## src/rtl/qdr_req_arbiter.sv

```systemverilog
// qdr_req_arbiter: round-robin share of one QDR controller master port between two requesters
// Ports:
//   qdr_clk, qdr_rst        clock, synchronous active-high reset
//   phy_rdy                 grants are held off while the PHY is not ready
//   err_clr                 pulse clearing proto_err/tag_err (a same-cycle error event wins)
//   reqN_*                  requester N command in (addr, wr/rd strobes, data, be), ack and read return out
//   qdr_*                   controller master side: registered command out, read data/valid in
//   rd_outstanding          reads issued and not yet returned
//   proto_err, tag_err      sticky error flags
module qdr_req_arbiter #(
   parameter int ADDR_W    = 21,
   parameter int DATA_W    = 72,
   parameter int BE_W      = 8,
   parameter int TAG_DEPTH = 16,
   parameter int TAG_AW    = 4
) (
   input  logic              qdr_clk,
   input  logic              qdr_rst,
   input  logic              phy_rdy,
   input  logic              err_clr,
   input  logic [ADDR_W-1:0] req0_addr,
   input  logic              req0_wr_strb,
   input  logic [DATA_W-1:0] req0_wr_data,
   input  logic [BE_W-1:0]   req0_wr_be,
   input  logic              req0_rd_strb,
   output logic              req0_ack,
   output logic [DATA_W-1:0] req0_rd_data,
   output logic              req0_rd_dvld,
   input  logic [ADDR_W-1:0] req1_addr,
   input  logic              req1_wr_strb,
   input  logic [DATA_W-1:0] req1_wr_data,
   input  logic [BE_W-1:0]   req1_wr_be,
   input  logic              req1_rd_strb,
   output logic              req1_ack,
   output logic [DATA_W-1:0] req1_rd_data,
   output logic              req1_rd_dvld,
   output logic [ADDR_W-1:0] qdr_addr,
   output logic              qdr_wr_strb,
   output logic [DATA_W-1:0] qdr_wr_data,
   output logic [BE_W-1:0]   qdr_wr_be,
   output logic              qdr_rd_strb,
   input  logic [DATA_W-1:0] qdr_rd_data,
   input  logic              qdr_rd_dvld,
   output logic [TAG_AW:0]   rd_outstanding,
   output logic              proto_err,
   output logic              tag_err
);
   localparam logic [TAG_AW:0] FULL_CNT = TAG_DEPTH[TAG_AW:0];
   logic [TAG_DEPTH-1:0] tag_mem;
   logic [TAG_AW-1:0]    wr_ptr, rd_ptr;
   logic [TAG_AW:0]      cnt;
   logic [DATA_W-1:0]    rd_q;
   logic                 last_gnt;
   logic                 full, empty, el0, el1, g0, g1, gnt, gwr, push, pop;
   always_comb begin
      full  = cnt == FULL_CNT;
      empty = cnt == '0;
      // a write is always eligible; a read only while a tag slot is free
      el0   = req0_wr_strb | (req0_rd_strb & ~full);
      el1   = req1_wr_strb | (req1_rd_strb & ~full);
      // last_gnt=1 means requester 1 won last, so requester 0 has priority
      g0    = phy_rdy & el0 & (~el1 | last_gnt);
      g1    = phy_rdy & el1 & (~el0 | ~last_gnt);
      gnt   = g0 | g1;
      // with both strobes up the write goes first and the read stays pending
      gwr   = g1 ? req1_wr_strb : req0_wr_strb;
      push  = gnt & ~gwr;
      pop   = qdr_rd_dvld & ~empty;
   end
   assign req0_ack       = g0;
   assign req1_ack       = g1;
   assign req0_rd_data   = rd_q;
   assign req1_rd_data   = rd_q;
   assign rd_outstanding = cnt;
   always_ff @(posedge qdr_clk) begin
      if (qdr_rst) begin
         last_gnt     <= 1'b1;
         qdr_addr     <= '0;
         qdr_wr_strb  <= 1'b0;
         qdr_wr_data  <= '0;
         qdr_wr_be    <= '0;
         qdr_rd_strb  <= 1'b0;
         wr_ptr       <= '0;
         rd_ptr       <= '0;
         cnt          <= '0;
         rd_q         <= '0;
         req0_rd_dvld <= 1'b0;
         req1_rd_dvld <= 1'b0;
         proto_err    <= 1'b0;
         tag_err      <= 1'b0;
      end else begin
         qdr_wr_strb  <= gnt & gwr;
         qdr_rd_strb  <= push;
         if (gnt) begin
            last_gnt    <= g1;
            qdr_addr    <= g1 ? req1_addr : req0_addr;
            qdr_wr_data <= g1 ? req1_wr_data : req0_wr_data;
            qdr_wr_be   <= g1 ? req1_wr_be : req0_wr_be;
         end
         if (push) begin
            tag_mem[wr_ptr] <= g1;
            wr_ptr          <= wr_ptr + 1'b1;
         end
         if (pop)
            rd_ptr <= rd_ptr + 1'b1;
         cnt          <= cnt + (TAG_AW+1)'(push) - (TAG_AW+1)'(pop);
         rd_q         <= qdr_rd_data;
         req0_rd_dvld <= pop & ~tag_mem[rd_ptr];
         req1_rd_dvld <= pop & tag_mem[rd_ptr];
         proto_err    <= (req0_wr_strb & req0_rd_strb) | (req1_wr_strb & req1_rd_strb) | (proto_err & ~err_clr);
         tag_err      <= (qdr_rd_dvld & empty) | (tag_err & ~err_clr);
      end
   end
endmodule

```

## config.mk

```make
export PLATFORM = sky130hd
export DESIGN_NAME = qdr_req_arbiter
export DESIGN_NICKNAME = d
export VERILOG_FILES = /design/src/rtl/qdr_req_arbiter.sv
export SDC_FILE = /design/constraint.sdc
export NUM_CORES = 1
export LEC_CHECK = 0
export ABC_AREA = 0
export CAP_MARGIN = 15
export CORE_AREA = 2 2 212 214
export DETAILED_ROUTE_END_ITERATION = 16
export DIE_AREA = 0 0 214 216
export PLACE_DENSITY = 0.44
export SLEW_MARGIN = 30
export SYNTH_ARGS = -nofsm -noshare
export SYNTH_HDL_FRONTEND = slang
export SYNTH_SLANG_ARGS = --single-unit
```

## constraint.sdc

```tcl
create_clock -name qdr_clk -period 5.5 [get_ports qdr_clk]
set_input_delay 0.825 -clock qdr_clk [delete_from_list [all_inputs] [get_ports qdr_clk]]
set_output_delay 0.825 -clock qdr_clk [all_outputs]
set_load 0.01 [all_outputs]
```

Yosys cells after proc, flatten, opt, wreduce, memory -nomap -nowiden. Cells that the tools add are included.

Bits in registers: 209. Input port bits: 283. Logic and storage cells: 68.

$add $sub $neg: 4. Magnitude comparators: 3. Equal/unequal tests: 1. Muxes and demuxes: 9. Bitwise gates (word level): 33. Reductions and logical operators: 3.

Operator list (count): $mux 72 (1); $mux 21 (1); $and 1x1->1 (16); $bwmux 16 (1); $lt 4x5->1 const B (2); $not 1->1 (9); $add 4x1->4 const B (2); $mux 8 (1); $or 1x1->1 (8); $add 5x1->5 (1); $eq 5x5->1 const B (1); $logic_not 5->1 (1); $sub 5x1->5 (1); $bmux 1 s4 (1); $demux 1 s4 (1); $ge 4x1->1 const B (1); $mux 1 (3); $reduce_and 2->1 (1); $logic_and 1x1->1 (1).

Longest topological paths before layout.
Word-level depth: 12. Depth in mapped cells: 16.

Least setup slack after synthesis. Ideal clock, no wire load.

Path type: input-to-reg. From: input port req1_rd_strb. To: register cnt[4], in the netlist rd_outstanding[4]. Setup time: 0.071 ns. Data arrival time: 2.887 ns. Path slack: 2.542 ns. Stages on the path: 15. Cells stage by stage: nor2b_1 -> a21oi_1 -> o2bb2ai_1 -> and3_1 -> inv_1 -> ha_1 -> inv_1 -> ha_1 -> inv_1 -> fa_1 -> inv_1 -> a21oi_1 -> nor2_1 -> or3_1 -> a21oi_1.

Longest elaborated chain between the ends: 9.

Ends and longest elaborated chain: start, declared (line 33) `input logic req1_rd_strb,`; $and 1x1->1 (*) (line 60) `el1 = req1_wr_strb | (req1_rd_strb & ~full);`; $or 1x1->1 (*) (line 60); $not 1->1 / $and 1x1->1 (equally long branches) (line 62, 63); $or 1x1->1 / $and 1x1->1 (equally long branches) (line 62, 63); $and 1x1->1 / $mux 1 (equally long branches) (line 62, 66); $or 1x1->1 / $not 1->1 (equally long branches) (line 64, 67); $and 1x1->1 (*) (line 67) `push = gnt & ~gwr;`; $add 5x1->5 (*) (line 106) `cnt <= cnt + (TAG_AW+1)'(push) - (TAG_AW+1)'(pop);`; $sub 5x1->5 (*) (line 106); end signal, assigned (line 106); end, declared (line 51) `logic [TAG_AW:0] cnt;`.

Mark *: on every way between the ends. The rest lies on a longest branch, timed or not. A chain may end at the register's enable or synchronous reset.

Worst setup path in the final report.
From: register cnt[3], in the netlist rd_outstanding[3]. To: output port req1_ack.

Longest elaborated chain between the ends: 7.

Ends and longest elaborated chain: $eq 5x5->1 (*) (line 56) `full = cnt == FULL_CNT;`; $not 1->1 (*) (line 59, 60); $and 1x1->1 (line 59) `el0 = req0_wr_strb | (req0_rd_strb & ~full);`; $or 1x1->1 (line 59); $not 1->1 (line 63) `g1 = phy_rdy & el1 & (~el0 | ~last_gnt);`; $or 1x1->1 (line 63); $and 1x1->1 (*) (line 63); end, declared (line 34) `output logic req1_ack,`.

Marked as above.

==> impl_metrics.ini <==
[outcome]
outcome = completed

[power_and_ir_drop]
p_clk_frac = 0.398
powerDensity_mw_per_mm2 = 326.8
power.leakage_nw = 5.412
switchingPower_mw = 1.287
seqPwrFrac = 0.365
pwr-share-comb = 0.237
max-vdd-ir-drop_mv = 0.1714
p_int_mw = 3.552
switching_share = 0.2659

[setup_path]
r2r-start = rd_outstanding[3]$_SDFF_PP0_
r2r_cells = 15
end_kind = output pin
r2r_setup_slack_ns = 2.59
critPathArrivalTime_ns = 3.15
regToRegEndpoint = rd_outstanding[4]$_SDFF_PP0_
crit_type = register to output pin
crit_required_ns = 4.68
start_kind = register
crit_fanout = 18

[timing]
holdWs_ns = 0.4580
slew_viol_final = 0
final-setup-viol-count = 0
clock.fmax_mhz = 251.6
fin_crit_sh = 0.7226
period_needed_ns = 3.974
grt_setup_unrepaired = false
hold_viol = 0
tightest_slew_ns = 0.9844
finalClockSkew_ns = 0.02496
finalSetupTns_ns = 0
slew_headroom = 0.3437

[yosys]
syn_nets = 1029
ys_ff_latch = 209
synth_warnings = 0
synth_cell_type_count = 40
postSynthCellCount = 734
avgSynthCellArea_um2 = 11.42
synth_area_mm2 = 0.008379
seq_area_frac_synth = 0.5184

[floorplanning]
ios = 541
die_w_um = 214
initial_utilization = 0.1912
dieArea_mm2 = 0.04622
row_count = 77
coreArea_mm2 = 0.04384
die_h_um = 216

[global_route]
antenna_found_initial = 1
grt_pass1_wl_mm = 48.05
track_usage = 0.1377
grt_pass1_vias = 7387
grt_remaining_overflow = 0
grt_max_degree = 102

[final_layout]
layout-drive-gt1-share = 0.05367
multi_input_area_mm2 = 0.003212
regArea_mm2 = 0.004344
nets = 1484
fillers = 4447
area_growth_pct = 76.72

[route]
wire_per_inst_um = 18.62
drc = 0
antenna_left = 0
wl_mm = 33.59
drt-initial-drc-count = 221
vias = 7011
firstDrtPassIters = 5
via_per_inst = 3.886

[placed_design]
port_buffers = 540
place_hpwl_mm = 25.54
gp_congestion = 0.8362

[clock_network]
cts.sinks = 209
ctsHoldBuffers = 0
postCtsSetupRepairBufs = 0
worst_skew_pair.late_latency_ns = 0.56
cts_tree = built
cts-root-buf = clkbuf_16
clk_path_buf_depth = 3
clk_pin_slew_worst_paths_ns = 0.06
ctsHtreeMaxLevel = 1
cts-buffers-inserted = 28
cts_resized = 0

[worst_hold_path]
hold_path_depth = 1
holdCritStartpoint = qdr_wr_be[5]$_SDFFE_PP0P_
holdCritPathClass = register to register
hold-path-endpoint = qdr_wr_be[5]$_SDFFE_PP0P_

[run]
max-cap-violations = 0
## power groups by stage
stage,clock [mW],combinational (mW),sequential [mW]
global route,2.06,1.24,1.79
global placement,0,1.17,1.80
detailed placement,0,1.17,1.80
CTS,2.01,1.17,1.77
floorplan,0,0.525,1.83
finish,1.93,1.15,1.77
## worst max-delay path, cell delays in order, from the launching register on
cell             delay, ns
dfxtp_1               0.33
inv_1                 0.08
ha_1                  0.18
nand4bb_1             0.35
a21o_1                0.33
a21oi_4               0.18
and2_1                0.50
clkdlybuf4s50_1       0.66
## cell families (layout without fill, tap and decap cells)
| logic type | count (synthesis) | count (layout) | synth area share |
|---|---|---|---|
| buffers and inverters | 133 | 610 | 0.1014 |
| flip-flops | 209 | 209 | 0.5184 |
| XOR/XNOR | 6 | 6 | 0.006271 |
| other | 0 | 1 | 0 |
| adder cells (fa/ha/maj) | 12 | 12 | 0.01881 |
| multiplexers | 110 | 110 | 0.1380 |
| AND/OR/NAND/NOR | 141 | 141 | 0.09437 |
| AO/OA/AOI/OAI | 123 | 123 | 0.1227 |
## cells in the mapped netlist (all sizes together)
library cell  count  area share
xor2              4      0.0042
ha               11       0.016
a222oi            1      0.0012
nor4b             1      0.0010
and2              1     0.00075
a21o              3      0.0027
inv              13      0.0058
xnor2             2      0.0021
mux4              4       0.011
nor2b            76       0.057
nand4             3      0.0022
nor2             30       0.013
and3              2      0.0015
nor3b             1     0.00090
buf              92       0.083
a221oi            1      0.0010
dfxtp           193        0.46
mux2              4      0.0054
mux2i           102        0.12
a21oi            10      0.0064
nand2b            6      0.0045
edfxtp           16       0.057
o21ai             3      0.0018
o2bb2ai         102        0.11
and4              1      0.0010
nand2            11      0.0049
a22oi             1     0.00090
a31o              1      0.0010
and3b             1      0.0010
nor4bb            1      0.0012
fa                1      0.0024
nor3              5      0.0030
nand4bb           1      0.0013
clkbuf           28       0.013
a211o             1      0.0010
or3               1     0.00075
## layout make-up
cell class | count | share of cell area
inverters | 13 | 0.003295
clock inverters | 7 | 0.005915
repair buffers | 545 | 0.3691
multi-input cells | 392 | 0.2169
flip-flops and latches | 209 | 0.2934
clock buffers | 45 | 0.06126
diodes | 1 | 0.0001690
well taps | 592 | 0.05002
## worst max-delay path by stage
| stage | slack, ns | from | cells after the start | end |
|---|---|---|---|---|
| final | 1.53 | rd_outstanding[3]$_SDFF_PP0_ | 7 | req1_ack |
| after global routing | 1.26 | rd_outstanding[2]$_SDFF_PP0_ | 7 | req1_ack |
| after CTS | 1.45 | rd_outstanding[3]$_SDFF_PP0_ | 7 | req1_ack |
| after detailed placement | 1.72 | req1_wr_strb | 16 | rd_outstanding[4]$_SDFF_PP0_ |
| after global placement | 1.75 | req0_wr_strb | 5 | req1_ack |
| after floorplan | 2.54 | req1_rd_strb | 15 | rd_outstanding[4]$_SDFF_PP0_ |
## layout by cell type, fill, tap and decap left out, types with 2 or more instances in the layout
| cell | n |
|---|---|
| a21o_1 | 3 |
| a21oi_1 | 8 |
| a21oi_4 | 2 |
| and3_1 | 2 |
| buf_12 | 2 |
| buf_4 | 4 |
| bufinv_16 | 2 |
| clkbuf_1 | 5 |
| clkbuf_16 | 30 |
| clkbuf_8 | 10 |
| clkdlybuf4s50_1 | 539 |
| clkinv_2 | 4 |
| dfxtp_1 | 193 |
| edfxtp_1 | 16 |
| ha_1 | 11 |
| inv_1 | 13 |
| mux2_2 | 4 |
| mux2i_1 | 102 |
| mux4_2 | 4 |
| nand2_1 | 11 |
| nand2b_1 | 5 |
| nand4_1 | 3 |
| nor2_1 | 30 |
| nor2b_1 | 76 |
| nor3_1 | 5 |
| o21ai_0 | 3 |
| o2bb2ai_1 | 102 |
| xnor2_1 | 2 |
| xor2_1 | 4 |
## per-layer routing
layer,vias up,wire (um),track usage
met5,-,0,0
met2,266,17390,0.2509
li1,3434,-,-
met1,3263,13050,0.1529
met4,0,880,0.04219
met3,48,2268,0.04214
## registers in the layout (all words and copies together) (netlist names), 4 cells and up
name            cells
qdr_addr           21
qdr_wr_be           8
qdr_wr_data        72
rd_outstanding      5
rd_ptr              4
req0_rd_data       72
tag_mem            16
wr_ptr              4
## through the flow
stage | instances | instance area (um^2) | setup WS, ns | util | power (mW)
5_1_grt | 1804 | 14810 | 1.263 | 0.3378 | 5.087
3_5_place_dp | 1751 | 13810 | 1.723 | 0.3151 | 2.965
3_3_place_gp | 1751 | 13810 | 1.752 | 0.3151 | 2.968
6_report | 1804 | 14810 | 1.526 | 0.3378 | 4.839
2_1_floorplan | 734 | 8379 | 2.542 | - | 2.358
4_1_cts | 1803 | 14810 | 1.452 | 0.3377 | 4.948
Note: power is estimated with default switching activity, not from simulation.
==> edit 1 (same settings) <==
Put one more register stage on the output `tag_err`, without a reset. The value now appears one clock later. The other outputs are not delayed to match. Comments in the files are not updated.
--- a/src/rtl/qdr_req_arbiter.sv
+++ b/src/rtl/qdr_req_arbiter.sv
@@ -46,6 +46,8 @@
    output logic              tag_err
 );
    localparam logic [TAG_AW:0] FULL_CNT = TAG_DEPTH[TAG_AW:0];
+
+   logic tag_err_s0;
    logic [TAG_DEPTH-1:0] tag_mem;
    logic [TAG_AW-1:0]    wr_ptr, rd_ptr;
    logic [TAG_AW:0]      cnt;
@@ -87,7 +89,7 @@
          req0_rd_dvld <= 1'b0;
          req1_rd_dvld <= 1'b0;
          proto_err    <= 1'b0;
-         tag_err      <= 1'b0;
+         tag_err_s0   <= 1'b0;
       end else begin
          qdr_wr_strb  <= gnt & gwr;
          qdr_rd_strb  <= push;
@@ -108,8 +110,12 @@
          req0_rd_dvld <= pop & ~tag_mem[rd_ptr];
          req1_rd_dvld <= pop & tag_mem[rd_ptr];
          proto_err    <= (req0_wr_strb & req0_rd_strb) | (req1_wr_strb & req1_rd_strb) | (proto_err & ~err_clr);
-         tag_err      <= (qdr_rd_dvld & empty) | (tag_err & ~err_clr);
+         tag_err_s0   <= (qdr_rd_dvld & empty) | (tag_err_s0 & ~err_clr);
       end
    end
+   always_ff @(posedge qdr_clk) begin
+      tag_err <= tag_err_s0;
+   end
+
 endmodule
 
Formal check against the unedited RTL: not equivalent (Yosys sat finds a counterexample within 4 cycles, from zero or initial values and one cycle with qdr_rst high).
==> edit 1 against the original RTL <==
Register-to-register slack got worse by 0.13 ns. Global-route usage is 0.25 points higher. Worst setup slack got worse by 0.011 ns. Final area about the same. Synthesized area rose by 0.24%. Sequential cell count increased by 1. Via count up 0.47%. Synthesized cell count up 0.14%. Wire length up 1.6%. Sequential share of layout area is 0.14 points higher. Total power hardly changed. Largest cell class unchanged. Largest power group unchanged.
==> edit 1: results (changes against the original RTL) <==
outcome:
  status: "completed"
worst_setup_path:
  critical_path.startpoint: "rd_outstanding[2]"
  cp_data_arrival_time_ns: 3.16  # about the same
power_and_ir_drop:
  ir_drop_worst_case_vdd_v: 0.000203  # +18%
  power_density_mw_per_mm2: 327  # about the same
  static-leakage-power_nw: 5.42  # about the same
place:
  placed_area_mm2: 0.0138  # +0.11%
  routabilityCongestion: 0.786  # -6.0%
  place.detailed.instances: 1753  # +0.11%
  place_hpwl_mm: 26.0  # +1.9%
  placement.setup.worst_slack_ns: 1.72  # -0.00288 ns
clock_tree:
  root_buffer: "clkbuf_16"
  cts.path.max_buffers: 3  # unchanged
  cts_inserted_buffers: 26  # -7.1%
  worst_skew_pair_later_pin_latency_ns: 0.54  # -0.02 ns
grt:
  grt_util_all_layers: 0.140  # +0.00251
  grt_pass1_wl_mm: 48.9  # +1.7%
  number_of_global_route_vias_before_repair: 7465  # +1.1%
routing:
  wl_met1_mm: 13.1  # +0.14%
  finalWirelength_mm: 34.1  # +1.6%
  route.vias.total: 7044  # +0.47%
  detailedRoute.firstIterationViolations: 206  # -6.8%
  met3RoutedLength_mm: 2.25  # -0.88%
  drt_pre_antenna_iters: 4  # -1
  detailroute.wirelength.met2_mm: 17.9  # +3.0%
  routed_via_density: 3.91  # +0.53%
synthesis:
  syn_nets: 1030  # +0.097%
  avgSynthCellArea_um2: 11.4  # +0.10%
  ys_top_cells_by_count: "dfxtp_1 (194), mux2i_1 (102), o2bb2ai_1 (102), nor2b_1 (76), buf_4 (75)"
  synthTopCellsByArea: "dfxtp_1 (46%), mux2i_1 (12%), o2bb2ai_1 (11%), buf_4 (6.7%), edfxtp_1 (5.7%)"
  yosysWarningCount: 0  # unchanged
  sequential_element_share_of_the_synthesized_area: 0.520  # +0.00115
finish:
  nets: 1485  # +0.067%
  drive_above_1_share: 0.0529  # -0.000782
  fillerInstances: 4415  # -0.72%
sta:
  timing.clock.skew_ns: 0.0169  # -0.00801 ns
  worstMarginPinSlew_ns: 1.05  # +0.0664 ns
worst_hold_path:
  worstHoldStart: "tag_err_s0"
[edit 1: changes by cell type in the layout (fill, tap and decap cells not counted), moves of 2 or more]
cell       delta
clkbuf_16     -3
clkbuf_1      -2
clkbuf_8      -8
clkinv_2      +3
buf_4         +2
clkinv_4      +2
bufinv_16     +4
[edit 1: final timing paths]
check | slack (ns) | endpoint | depth (start not counted)
hold reg to reg | 0.36 | tag_err | 0
setup / recovery | 1.51 | req1_ack | 7
hold / removal | 0.36 | tag_err | 0
setup reg to reg | 2.46 | qdr_wr_data[45] | 8
[edit 1: area by class of cell]
type / count / share of cell area
timing repair buffer: 547 / 0.371
sequential: 210 / 0.295
multi-input combinational: 392 / 0.217
tap: 592 / 0.0500
clock buffer: 32 / 0.0483
clock inverter: 16 / 0.0160
inverter: 13 / 0.00330
antenna: 1 / 0.000169
[edit 1: metal layers]
metal / up-vias / GRT usage
met5: - / 0
met4: 0 / 0.0394
met3: 45 / 0.0402
met2: 252 / 0.260
met1: 3298 / 0.155
li1: 3449 / -
[edit 1: power by group]
part           leakage (nW)  switching [mW]  total (mW)  internal (mW)
clock                 0.473           0.699        1.90           1.20
sequential             1.75          0.0979        1.78           1.68
combinational          3.19           0.486        1.16          0.671
[edit 1: critical path, stage by stage (launching register included)]
cell,delay (ns)
dfxtp_1,0.33
inv_1,0.09
ha_1,0.17
nand4bb_1,0.36
a21o_1,0.34
a21oi_4,0.19
and2_1,0.50
clkdlybuf4s50_1,0.66
[edit 1: cells by family after synthesis]
family	Yosys count	synth area share
buf+inv	133	0.101
compound gates	123	0.122
flops	210	0.520
fa+ha+maj	12	0.0188
xor+xnor	6	0.00626
simple gates	141	0.0941
mux	110	0.138
==> edit 2 (config.mk and constraints unchanged) <==
Without the edit above. The parameter `ADDR_W` goes from 21 to 25.
--- a/src/rtl/qdr_req_arbiter.sv
+++ b/src/rtl/qdr_req_arbiter.sv
@@ -8,7 +8,7 @@
 //   rd_outstanding          reads issued and not yet returned
 //   proto_err, tag_err      sticky error flags
 module qdr_req_arbiter #(
-   parameter int ADDR_W    = 21,
+   parameter int ADDR_W    = 25,
    parameter int DATA_W    = 72,
    parameter int BE_W      = 8,
    parameter int TAG_DEPTH = 16,
Ports: changed (resized qdr_addr, req0_addr and req1_addr); port bits go from 541 to 553. No check against the original RTL was run, so the function may have changed too.
==> edit 2 against the original RTL <==
Worst setup slack improved by 0.039 ns. Fmax rose by 0.98%. Final area is 1.5% higher. Sequential cell count is 4 higher. Total power shrank 1.9%. Synthesized area grew 2.3%. Synthesized cell count increased by 15%. Wire length down 3.2%. Register-to-register slack worse by 0.08 ns. Largest cell class unchanged.
==> edit 2: results (changes against the original RTL) <==
finish:
  instances_no_fill: 1924  # +6.7%
  drive_above_1_share: 0.0465  # -0.00713
  insertedDiodeCount: 0  # -1
  nets: 1614  # +8.8%
place:
  port_buffers: 552  # +2.2%
  placement.setup.worst_slack_ns: 1.58  # -0.145 ns
  placed_area_mm2: 0.0141  # +2.3%
  place_hpwl_mm: 24.7  # -3.2%
power_and_ir_drop:
  ir_drop_worst_case_vdd_v: 0.000172  # +0.37%
  power_density_mw_per_mm2: 316  # -3.3%
  static-leakage-power_nw: 5.52  # +2.0%
  power_frac_seq: 0.379  # +0.014
  p_switching_mw: 1.30  # +0.70%
grt:
  groute.layer.met1.usage: 0.148  # -0.00533
  number_of_global_route_vias_before_repair: 7536  # +2.0%
  grt_max_degree: 107  # +4.9%
  grtUsageMet3: 0.0513  # +0.00916
  grt_pass1_wl_mm: 47.5  # -1.2%
  grt_use_met2: 0.240  # -0.0114
  grt_util_all_layers: 0.133  # -0.00484
synthesis:
  sequential_element_share_of_the_synthesized_area: 0.516  # -0.00239
  synthTopCellsByArea: "dfxtp_1 (46%), mux2i_1 (12%), buf_4 (6.9%), edfxtp_1 (5.6%), nor2b_1 (5.4%)"
  ys_top_cells_by_count: "dfxtp_1 (197), nand2_1 (111), mux2i_1 (107), buf_4 (79), nor2b_1 (74)"
  synth_compound_area_frac: 0.0787  # -0.0441
  avgSynthCellArea_um2: 10.1  # -11%
  post_synth_mux_area_share: 0.139  # +0.00140
  syn_nets: 1149  # +12%
  post-synth-top-count-cell: "dfxtp_1"
  synth-adder-area-share: 0.0184  # -0.000426
  synth-xor-area-share: 0.00613  # -0.000142
  main_combinational_cell_family_by_area_after_synthesis: "simple AND/OR/NAND/NOR gates"
  netlist-cell-type-count: 45  # +13%
routing:
  drt_pre_antenna_iters: 4  # -1
  detailedRoute.firstIterationViolations: 277  # +25%
  detailroute.wirelength.met2_mm: 16.4  # -5.6%
  finalWirelength_mm: 32.5  # -3.2%
  wl_met1_mm: 12.6  # -3.3%
  met3RoutedLength_mm: 2.89  # +27%
  route.vias.total: 7413  # +5.7%
sta:
  max_slew_margin: 0.397  # +0.0533
  timing.clock.skew_ns: 0.00948  # -0.0155 ns
clock_tree:
  cts_inserted_buffers: 27  # -3.6%
  worst_skew_pair_later_pin_latency_ns: 0.55
worst_setup_path:
  cp_data_arrival_time_ns: 3.11  # -0.04 ns
outcome:
  status: "completed"
edit 2: path summary, 6_finish.rpt:
kind | from | endpoint | slack [ns] | depth (start not counted)
worst max-delay path | rd_outstanding[2] | req1_ack | 1.56 | 7
worst min-delay path | qdr_addr[11] | qdr_addr[11] | 0.44 | 2
worst max register to register | rd_outstanding[2] | rd_outstanding[4] | 2.51 | 15
worst min register to register | qdr_addr[11] | qdr_addr[11] | 0.44 | 2
edit 2: area by class of cell:
cell class,instances,area (µm²)
Timing Repair Buffer,559,5610
Sequential cell,213,4420
Fill cell,4514,28800
Multi-Input combinational cell,499,3310
Clock inverter,9,76.3
Inverter,11,41.3
Tap cell,592,741
Clock buffer,41,820
edit 2: worst max-delay path, cell delays in order, from the launching register on:
cell and delay [ns]:
dfxtp_1 0.33, inv_1 0.09, ha_1 0.22, nand4bb_4 0.19, a21o_1 0.26, a21oi_4 0.19, and2_1 0.57, clkdlybuf4s50_1 0.71
